`src/rtl/control_fsm.sv`:
```
// Multicycle main control unit: sequences fetch/decode/execute/memory/write-back
// and drives datapath enables, ALU control and the completed-instruction counter.
module control_fsm (
  input  logic        clk,
  input  logic        rst_n,
  input  logic [5:0]  Opcode,
  input  logic        InstrValid,
  input  logic        MemReady,
  input  logic        zero,
  output logic        ALUSrc,
  output logic [1:0]  ALUOp,
  output logic        PCWrite,
  output logic [1:0]  PCSrc,
  output logic        IRWrite,
  output logic        MemRead,
  output logic        MemWrite,
  output logic        RegWrite,
  output logic        RegDst,
  output logic        MemtoReg,
  output logic        IllegalOp,
  output logic [2:0]  State,
  output logic [31:0] InstrCount
);

  // state  | meaning
  // FETCH  | wait for InstrValid, load IR and PC+4
  // DECODE | classify Opcode, latch it into op_q
  // EXEC   | drive ALU source/operation
  // MEM    | hold data memory strobe until MemReady
  // WB     | register-file write
  // BRANCH | beq compare, PC load on zero
  // JUMP   | PC load from jump target
  typedef enum logic [2:0] {
    S_FETCH  = 3'd0,
    S_DECODE = 3'd1,
    S_EXEC   = 3'd2,
    S_MEM    = 3'd3,
    S_WB     = 3'd4,
    S_BRANCH = 3'd5,
    S_JUMP   = 3'd6
  } state_t;

  localparam logic [5:0] OP_R    = 6'b000000;
  localparam logic [5:0] OP_LW   = 6'b100011;
  localparam logic [5:0] OP_SW   = 6'b101011;
  localparam logic [5:0] OP_BEQ  = 6'b000100;
  localparam logic [5:0] OP_J    = 6'b000010;
  localparam logic [5:0] OP_ADDI = 6'b001000;
  localparam logic [5:0] OP_ANDI = 6'b001100;
  localparam logic [5:0] OP_ORI  = 6'b001101;
  localparam logic [5:0] OP_SLTI = 6'b001010;

  state_t      state_q, state_d;
  logic [5:0]  op_q, op_d;
  logic [31:0] cnt_q, cnt_d;

  logic       alu_src_c, pc_write_c, ir_write_c, mem_read_c, mem_write_c;
  logic       reg_write_c, reg_dst_c, mem_to_reg_c, illegal_c;
  logic [1:0] alu_op_c, pc_src_c;
  logic       op_is_imm;

  assign op_is_imm = (op_q == OP_ADDI) || (op_q == OP_ANDI) ||
                     (op_q == OP_ORI)  || (op_q == OP_SLTI);

  always_ff @(posedge clk or negedge rst_n) begin
    if (!rst_n) begin
      state_q <= S_FETCH;
      op_q    <= 6'd0;
      cnt_q   <= 32'd0;
    end else begin
      state_q <= state_d;
      op_q    <= op_d;
      cnt_q   <= cnt_d;
    end
  end

  always_comb begin
    state_d      = state_q;
    op_d         = op_q;
    cnt_d        = cnt_q;
    alu_src_c    = 1'b0;
    alu_op_c     = 2'b00;
    pc_write_c   = 1'b0;
    pc_src_c     = 2'b00;
    ir_write_c   = 1'b0;
    mem_read_c   = 1'b0;
    mem_write_c  = 1'b0;
    reg_write_c  = 1'b0;
    reg_dst_c    = 1'b0;
    mem_to_reg_c = 1'b0;
    illegal_c    = 1'b0;
    case (state_q)
      S_FETCH: begin
        ir_write_c = InstrValid;
        pc_write_c = InstrValid;
        if (InstrValid) state_d = S_DECODE;
      end
      S_DECODE: begin
        op_d = Opcode;
        case (Opcode)
          OP_R, OP_LW, OP_SW, OP_ADDI, OP_ANDI, OP_ORI, OP_SLTI: state_d = S_EXEC;
          OP_BEQ:  state_d = S_BRANCH;
          OP_J:    state_d = S_JUMP;
          default: begin
            illegal_c = 1'b1;
            state_d   = S_FETCH;
          end
        endcase
      end
      S_EXEC: begin
        if (op_q == OP_R) begin
          alu_op_c = 2'b10;
        end else if (op_is_imm) begin
          alu_src_c = 1'b1;
          alu_op_c  = 2'b11;
        end else begin
          alu_src_c = 1'b1;
        end
        state_d = ((op_q == OP_LW) || (op_q == OP_SW)) ? S_MEM : S_WB;
      end
      S_MEM: begin
        mem_read_c  = (op_q == OP_LW);
        mem_write_c = (op_q == OP_SW);
        if (MemReady) begin
          if (op_q == OP_LW) begin
            state_d = S_WB;
          end else begin
            state_d = S_FETCH;
            cnt_d   = cnt_q + 32'd1;
          end
        end
      end
      S_WB: begin
        reg_write_c  = 1'b1;
        reg_dst_c    = (op_q == OP_R);
        mem_to_reg_c = (op_q == OP_LW);
        state_d      = S_FETCH;
        cnt_d        = cnt_q + 32'd1;
      end
      S_BRANCH: begin
        alu_op_c   = 2'b01;
        pc_src_c   = 2'b01;
        pc_write_c = zero;
        state_d    = S_FETCH;
        cnt_d      = cnt_q + 32'd1;
      end
      S_JUMP: begin
        pc_write_c = 1'b1;
        pc_src_c   = 2'b10;
        state_d    = S_FETCH;
        cnt_d      = cnt_q + 32'd1;
      end
      default: state_d = S_FETCH;
    endcase
  end

  // Gating with rst_n keeps the Mealy terms (InstrValid, zero) quiet during reset.
  assign ALUSrc     = rst_n & alu_src_c;
  assign ALUOp      = rst_n ? alu_op_c : 2'b00;
  assign PCWrite    = rst_n & pc_write_c;
  assign PCSrc      = rst_n ? pc_src_c : 2'b00;
  assign IRWrite    = rst_n & ir_write_c;
  assign MemRead    = rst_n & mem_read_c;
  assign MemWrite   = rst_n & mem_write_c;
  assign RegWrite   = rst_n & reg_write_c;
  assign RegDst     = rst_n & reg_dst_c;
  assign MemtoReg   = rst_n & mem_to_reg_c;
  assign IllegalOp  = rst_n & illegal_c;
  assign State      = state_q;
  assign InstrCount = cnt_q;

endmodule

```
`config.mk`:
```
export PLATFORM = sky130hd
export DESIGN_NAME = control_fsm
export DESIGN_NICKNAME = d
export VERILOG_FILES = /design/src/rtl/control_fsm.sv
export SDC_FILE = /design/constraint.sdc
export NUM_CORES = 1
export LEC_CHECK = 0
export BUFFER_PORTS_ARGS = -buffer_cell sky130_fd_sc_hd__clkbuf_2
export CAP_MARGIN = 20
export CORE_UTILIZATION = 35
export DETAILED_ROUTE_END_ITERATION = 16
export GPL_TIMING_DRIVEN = 0
export SYNTH_ARGS = -nofsm -noshare
export SYNTH_HDL_FRONTEND = slang
export SYNTH_SLANG_ARGS = --single-unit
```
`constraint.sdc`:
```
create_clock -name clk -period 3.3 [get_ports clk]
set_clock_uncertainty 0.05 [all_clocks]
set_input_delay 0.66 -clock clk [delete_from_list [all_inputs] [get_ports clk]]
set_output_delay 0.66 -clock clk [all_outputs]
set_load 0.02 [all_outputs]
```
* Yosys cells after proc, flatten, opt, wreduce, memory -nomap -nowiden
Cells that the tools add are included.
Word-level totals: bits in registers 41, input port bits 11, output and inout port bits 48, logic and storage cells 75
Cells by class: $add $sub $neg 1, equality and inequality tests 23, mux-type cells 26, bitwise gates (word level) 9, reductions and logical operators 13
Operator list (count):
- 32-bit 2-to-1 mux | 2
- 32-bit case mux with 2 select lines | 1
- 6-bit by 4-bit == test with 1-bit output, second input constant | 8
- 32-bit by 1-bit adder with 32-bit output, second input constant | 1
- 6-bit == test, second input constant | 4
- 6-bit logical NOT | 2
- 3-bit 2-to-1 mux | 4
- 3-bit case mux with 4 select lines | 1
- 1-bit 2-to-1 mux | 10
- 1-bit bitwise AND | 9
- 3-bit == test, second input constant | 3
- 3-bit case mux with 3 select lines | 1
- 9-bit OR reduction | 1
- 2-bit 2-to-1 mux | 4
- 2-bit case mux with 2 select lines | 2
- 7-bit OR reduction | 1
- 3-bit by 2-bit == test with 1-bit output, second input constant | 2
- 6-bit by 2-bit == test with 1-bit output, second input constant | 1
- 6-bit by 3-bit == test with 1-bit output, second input constant | 1
- 2-bit != test, second input constant | 3
- 1-bit logical OR | 4
- 3-bit by 1-bit == test with 1-bit output, second input constant | 1
- 3-bit logical NOT | 1
- 1-bit case mux with 3 select lines | 1
- other kinds (4) | 4

* Longest topological paths before layout
Gate-level depths: netlist of run 1.
word-level depth 8, mapped depth 7

* Worst setup path after synthesis of run 1
Ideal clock, no wire load.
kind in2out, from in rst_n, to out PCWrite, data arrival time 1868 ps, required time 2590 ps, setup slack 722 ps, stages on the path 4, buffers on the path 0, cell sequence nor2b_1 and2_1 nor3b_1 a211o_1
Between the ends: word-level cells in the longest chain between the ends 1
Ends and longest elaborated chain:
- start: declaration | RTL line 5 | input logic rst_n,
- 1-bit bitwise AND | RTL line 160 | assign PCWrite = rst_n & pc_write_c;
- end: declaration | RTL line 12 | output logic PCWrite,
Every way passes these cells.

* Worst setup path after layout of run 1
Ends and elaborated chain as after synthesis.

==> impl_metrics.json, run 1 <==
{
  "path_max_fanout": 45,
  "critical_path_class": "in -> out",
  "r2r-start": "State[0]$_DFFE_PN0P_",
  "ir_drop_mv": 0.263,
  "maxCapViolCount": 0,
  "diodes": 0,
  "vias_per_cell": 5.14,
  "yosys_warnings": 0,
  "avgSynthCellArea_um2": 10.3,
  "clock_sinks": 41,
  "finalCritPeriodShare_pct": 89.2,
  "synth.area.top_cells": "dfrtp_1 (48%), xnor2_1 (12%), nand3_1 (3.7%)",
  "utilization_pct": 44.4,
  "drcViolationCount": 0,
  "drt_iter0_markers": 128,
  "grt_usage_pct": 15.4,
  "reg2reg_to": "InstrCount[25]$_DFFE_PN0P_",
  "finalSetupTns_ps": 0,
  "grt_pass1_wl_um": 7570,
  "cts.hold.buffers_added": 0,
  "routed_wl_um": 4710,
  "initial_utilization_pct": 36.3,
  "endpoint": "PCWrite",
  "synthFlopType": "dfrtp_1",
  "report.final.slew_viol_count": 0,
  "overflow": 0,
  "crit_path_start_kind": "primary input",
  "fmax_mhz": 340,
  "antenna_found_initial": 0,
  "cts_made_buffers": 5,
  "synth.distinct_cells": 40,
  "synth_area_um2": 2150,
  "worstMarginPinSlew_ps": 591,
  "yosysSeqAreaShare_pct": 47.7,
  "cts_buffer_depth": 2,
  "yosysTopAreaCell": "dfrtp_1",
  "worst_slack_ps": 358,
  "rsz0062_at_grt": "no",
  "grt_max_degree": 46,
  "wl_per_cell_um": 13.5,
  "portBuffers": 58,
  "async_flop_share_pct": 100,
  "post-place-ws_ps": -22.6,
  "setup_viol": 0,
  "dr.pass1.iters": 4,
  "required_ps": 2590,
  "crit_path_start": "rst_n",
  "fin_nets": 286,
  "status": "complete, no violations",
  "clk_latency_ps": 300,
  "cts_setup_buffers": 0,
  "drtAntennaViolNets": 0,
  "r2r_setup_slack_ps": 1420,
  "hpwl_um": 3480,
  "stdcell_count": 349,
  "place_inst": 342,
  "grt_pass1_vias": 1587,
  "die_y_um": 80.4,
  "setup.worst_path.end_class": "output pin",
  "die_w_um": 80.4,
  "tritoncts": "yes",
  "dieArea_um2": 6470,
  "place_congestion": 0.787,
  "hp-class": "in -> async",
  "slew_headroom_pct": 60.6,
  "powerDensity_nw_per_um2": 434,
  "vias": 1795,
  "finalCriticalPeriod_ps": 2940,
  "layout_common_cells": "clkbuf_2 (57), dfrtp_1 (41), xnor2_1 (30)",
  "hold_viol_final": 0,
  "netlist_instances": 209,
  "path_clk_slew_ps": 80,
  "area_delta_synth_final_pct": 22.2,
  "ys_ff_latch": 41,
  "synth_top_cell_area_share_pct": 47.7,
  "power_leakage_nw": 1.27,
  "clock_tree.root_cell": "clkbuf_8",
  "coreArea_um2": 5920,
  "mostFrequentLayoutCell": "clkbuf_2",
  "h-tree-depth": 2,
  "reg2reg_depth": 7,
  "ios": 59,
  "crit_arrival_ps": 2230,
  "drive_above_1_share_pct": 29.9,
  "synth_edf_count": 0,
  "fp-row-count": 28,
  "syn_nets": 221
}
-- cells in the mapped netlist (3+ instances only) --
master	n
a21oi_1	7
and2_1	3
and3_1	10
and4_1	5
buf_2	4
dfrtp_1	41
inv_1	8
mux2_2	6
nand2_1	14
nand3_1	16
nand4_1	12
nor2_1	11
nor2b_1	3
nor3_1	3
o21ai_0	6
or3_1	3
xnor2_1	30
-- power breakdown --
| part | switching (W) | total [W] | internal, W |
|---|---|---|---|
| clock | 0.000171 | 0.000336 | 0.000165 |
| sequential | 0.0000500 | 0.000596 | 0.000546 |
| combinational | 0.000124 | 0.000208 | 0.0000840 |
| total | 0.000345 | 0.00114 | 0.000796 |
-- per-layer routing --
metal	routed length (um)	GRT usage, %
met1	2300	21.4
met2	2140	23.1
met3	214	4.32
met4	53	4.82
met5	0	0
-- worst max-delay path, stage by stage --
cell and delay (ps):
clkbuf_4 490, nor2b_1 340, and2_1 180, nor3b_1 250, a211o_1 130, clkbuf_2 160
-- worst min-delay path by stage --
stage,slack (ps),to,from,cells past startpoint
global route,380,InstrCount[26]$_DFFE_PN0P_,rst_n,1
floorplan,310,InstrCount[0]$_DFFE_PN0P_,rst_n,0
global placement,410,InstrCount[31]$_DFFE_PN0P_,InstrCount[31]$_DFFE_PN0P_,1
finish,330,InstrCount[27]$_DFFE_PN0P_,rst_n,1
detailed placement,410,InstrCount[31]$_DFFE_PN0P_,InstrCount[31]$_DFFE_PN0P_,1
CTS,360,InstrCount[26]$_DFFE_PN0P_,rst_n,1
-- final cells by class --
cell class	count	area, um^2
buffer	6	38.8
fill	581	3290
inverter	8	30.0
clock buffer	6	82.6
multi-input combinational	154	1060
clock inverter	1	7.51
timing repair buffer	58	293
tap	75	93.8
sequential	41	1030
-- repair_timing --
item,4_1_cts,5_1_grt
setup endpoints to repair,1,0
resized for setup,1,0
hold endpoints to repair,0,0
-- stage by stage --
| step | instance area [um^2] | total power (W) | hold slack, ps |
|---|---|---|---|
| after detailed placement | 2540 | 0.000814 | 413 |
| after global placement | 2540 | 0.000812 | 411 |
| after CTS | 2630 | 0.00115 | 361 |
| final | 2630 | 0.00114 | 329 |
| after floorplan | 2150 | 0.000735 | 314 |
| after global routing | 2630 | 0.00121 | 384 |
-- cell families after synthesis --
group | count (synthesis) | synth area share (%)
multiplexers | 8 | 4.07
AND/OR/NAND/NOR | 92 | 24.5
adder cells (fa/ha/maj) | 1 | 0.581
buffers and inverters | 14 | 3.20
XOR/XNOR | 32 | 13.0
AO/OA/AOI/OAI | 21 | 6.98
flip-flops | 41 | 47.7
-- flip-flops by register name, indices dropped and copies added, names as in the netlist --
signal	count
op_q	6
InstrCount	32
State	3
Power figures use the tool's default switching activity.
==> inputs of run 2 (changes only) <==
Settings changed: BUFFER_PORTS_ARGS -buffer_cell sky130_fd_sc_hd__clkbuf_2 to not set, DONT_BUFFER_PORTS set to 1.
==> run 2 against run 1 <==
Against the previous run: clock power is essentially flat; fmax is 1.2% lower; first-iteration DRC count down 27%; hold slack got worse by 170 ps; sequential cell count unchanged; cell count down 16%; register-to-register slack worse by 200 ps; utilization decreased by 4.7 points; critical path type is now reg -> out; sequential share of layout area is 4.6 points higher; setup slack lost 36 ps.
==> impl_metrics.json, run 2 (synthesized netlist as in run 1, its figures left out) <==
{
  "status": "complete, no violations",
  "grt_pass1_vias": 1442,
  "tritoncts": "yes",
  "cp_top_family": "simple AND/OR/NAND/NOR gates",
  "dr.pass1.iters": 4,
  "post_cts_resize_count": 0,
  "hold_viol_final": 0,
  "stdcell_count": 292,
  "clk_latency_ps": 290,
  "post-place-ws_ps": 618,
  "clock_sinks": 41,
  "hp-class": "in -> async",
  "r2r_setup_slack_ps": 1220,
  "drt_iter0_markers": 94,
  "cts_buffer_depth": 2,
  "place_congestion": 0.822,
  "drtAntennaViolNets": 0,
  "setup_viol": 0,
  "report.final.slew_viol_count": 0,
  "crit_path_start_kind": "register",
  "reg2reg_to": "InstrCount[15]$_DFFE_PN0P_",
  "ios": 59,
  "finalCritPeriodShare_pct": 90.3,
  "slew_headroom_pct": 50.4,
  "r2r-start": "State[0]$_DFFE_PN0P_",
  "power_leakage_nw": 1.02,
  "drcViolationCount": 0,
  "area_delta_synth_final_pct": 9.30,
  "layout_common_cells": "dfrtp_1 (41), xnor2_1 (30), nand3_1 (16)",
  "fp-row-count": 28,
  "slowest_stage": "nor3b_1",
  "diodes": 0,
  "cp_slowest_stage_delay_ps": 620,
  "powerDensity_nw_per_um2": 471,
  "cts_setup_buffers": 0,
  "antenna_found_initial": 0,
  "cts_made_buffers": 5,
  "total_power_w": 0.00111,
  "cp.buffers_inverters": 1,
  "path_cells": "buf_4 -> nor2b_1 -> and2_1 -> nor3b_1 -> a211o_1",
  "cts.hold.buffers_added": 1,
  "finalCriticalPeriod_ps": 2980,
  "critical_path_class": "reg -> out",
  "worst_slack_ps": 321,
  "vias_per_cell": 5.24,
  "drive_above_1_share_pct": 11.1,
  "worstMarginPinSlew_ps": 743,
  "coreArea_um2": 5920,
  "overflow": 0,
  "grt_max_degree": 42,
  "largest_reg_flops": 32,
  "dieArea_um2": 6470,
  "clock_tree.root_cell": "clkbuf_8",
  "setup.worst_path.end_class": "output pin",
  "rsz0062_at_grt": "no",
  "maxCapViolCount": 0,
  "grt_usage_pct": 14.7,
  "die_y_um": 80.4,
  "path_clk_slew_ps": 80,
  "hpwl_um": 3240,
  "required_ps": 2590,
  "grt_pass1_wl_um": 7290,
  "reg2reg_depth": 7,
  "fin_nets": 229,
  "routed_wl_um": 4600,
  "vias": 1531,
  "crit_arrival_ps": 2270,
  "path_max_fanout": 10,
  "fmax_mhz": 336,
  "ir_drop_mv": 0.198,
  "mostFrequentLayoutCell": "dfrtp_1",
  "finalSetupTns_ps": 0,
  "h-tree-depth": 2,
  "portBuffers": 0,
  "initial_utilization_pct": 36.3,
  "place_inst": 284,
  "wl_per_cell_um": 15.7,
  "die_w_um": 80.4
}
[run 2: power by group]
group / switching (W) / internal, W / total [W]
Sequential: 0.0000858 / 0.000546 / 0.000631
Combinational: 0.0000778 / 0.0000650 / 0.000143
Clock: 0.000169 / 0.000166 / 0.000335
[run 2: metal layers]
metal | vias up | share of wire [%] | global-route usage (%)
met3 | 5 | 6.2 | 5.11
met4 | 0 | 1.0 | 5.36
met2 | 39 | 47 | 22.3
li1 | 760 | - | -
met1 | 727 | 46 | 19.3
met5 | - | 0 | 0
[run 2: cell type report]
class                      instances  area, um^2
clock buffer                       7        86.3
tap                               75        93.8
inverter                           8        30.0
fill                             574        3570
multi-input combinational        154        1060
timing repair buffer               1        20.0
sequential                        41        1030
buffer                             6        38.8
[run 2: worst max-delay path by stage]
stage,startpoint,to,slack (ps),cells past startpoint
global route,State[0]$_DFFE_PN0P_,PCWrite,140,5
finish,State[0]$_DFFE_PN0P_,PCWrite,320,5
detailed placement,rst_n,PCWrite,620,4
CTS,State[0]$_DFFE_PN0P_,PCWrite,300,5
global placement,rst_n,PCWrite,610,4
floorplan,rst_n,PCWrite,720,4
[run 2: worst register-to-register path, delay by kind of cell (launching register included)]
family          cells  cell delay [ps]
compound gates      2              500
simple gates        2              370
flops               1              480
xor+xnor            1              160
buf+inv             2              430
[run 2: per-stage QoR]
step | instance area, um^2 | utilization, % | hold WS, ps
floorplan | 2150 | - | 314
global placement | 2250 | 37.9 | 315
detailed placement | 2250 | 37.9 | 315
CTS | 2350 | 39.7 | 157
global route | 2350 | 39.7 | 162
finish | 2350 | 39.7 | 158
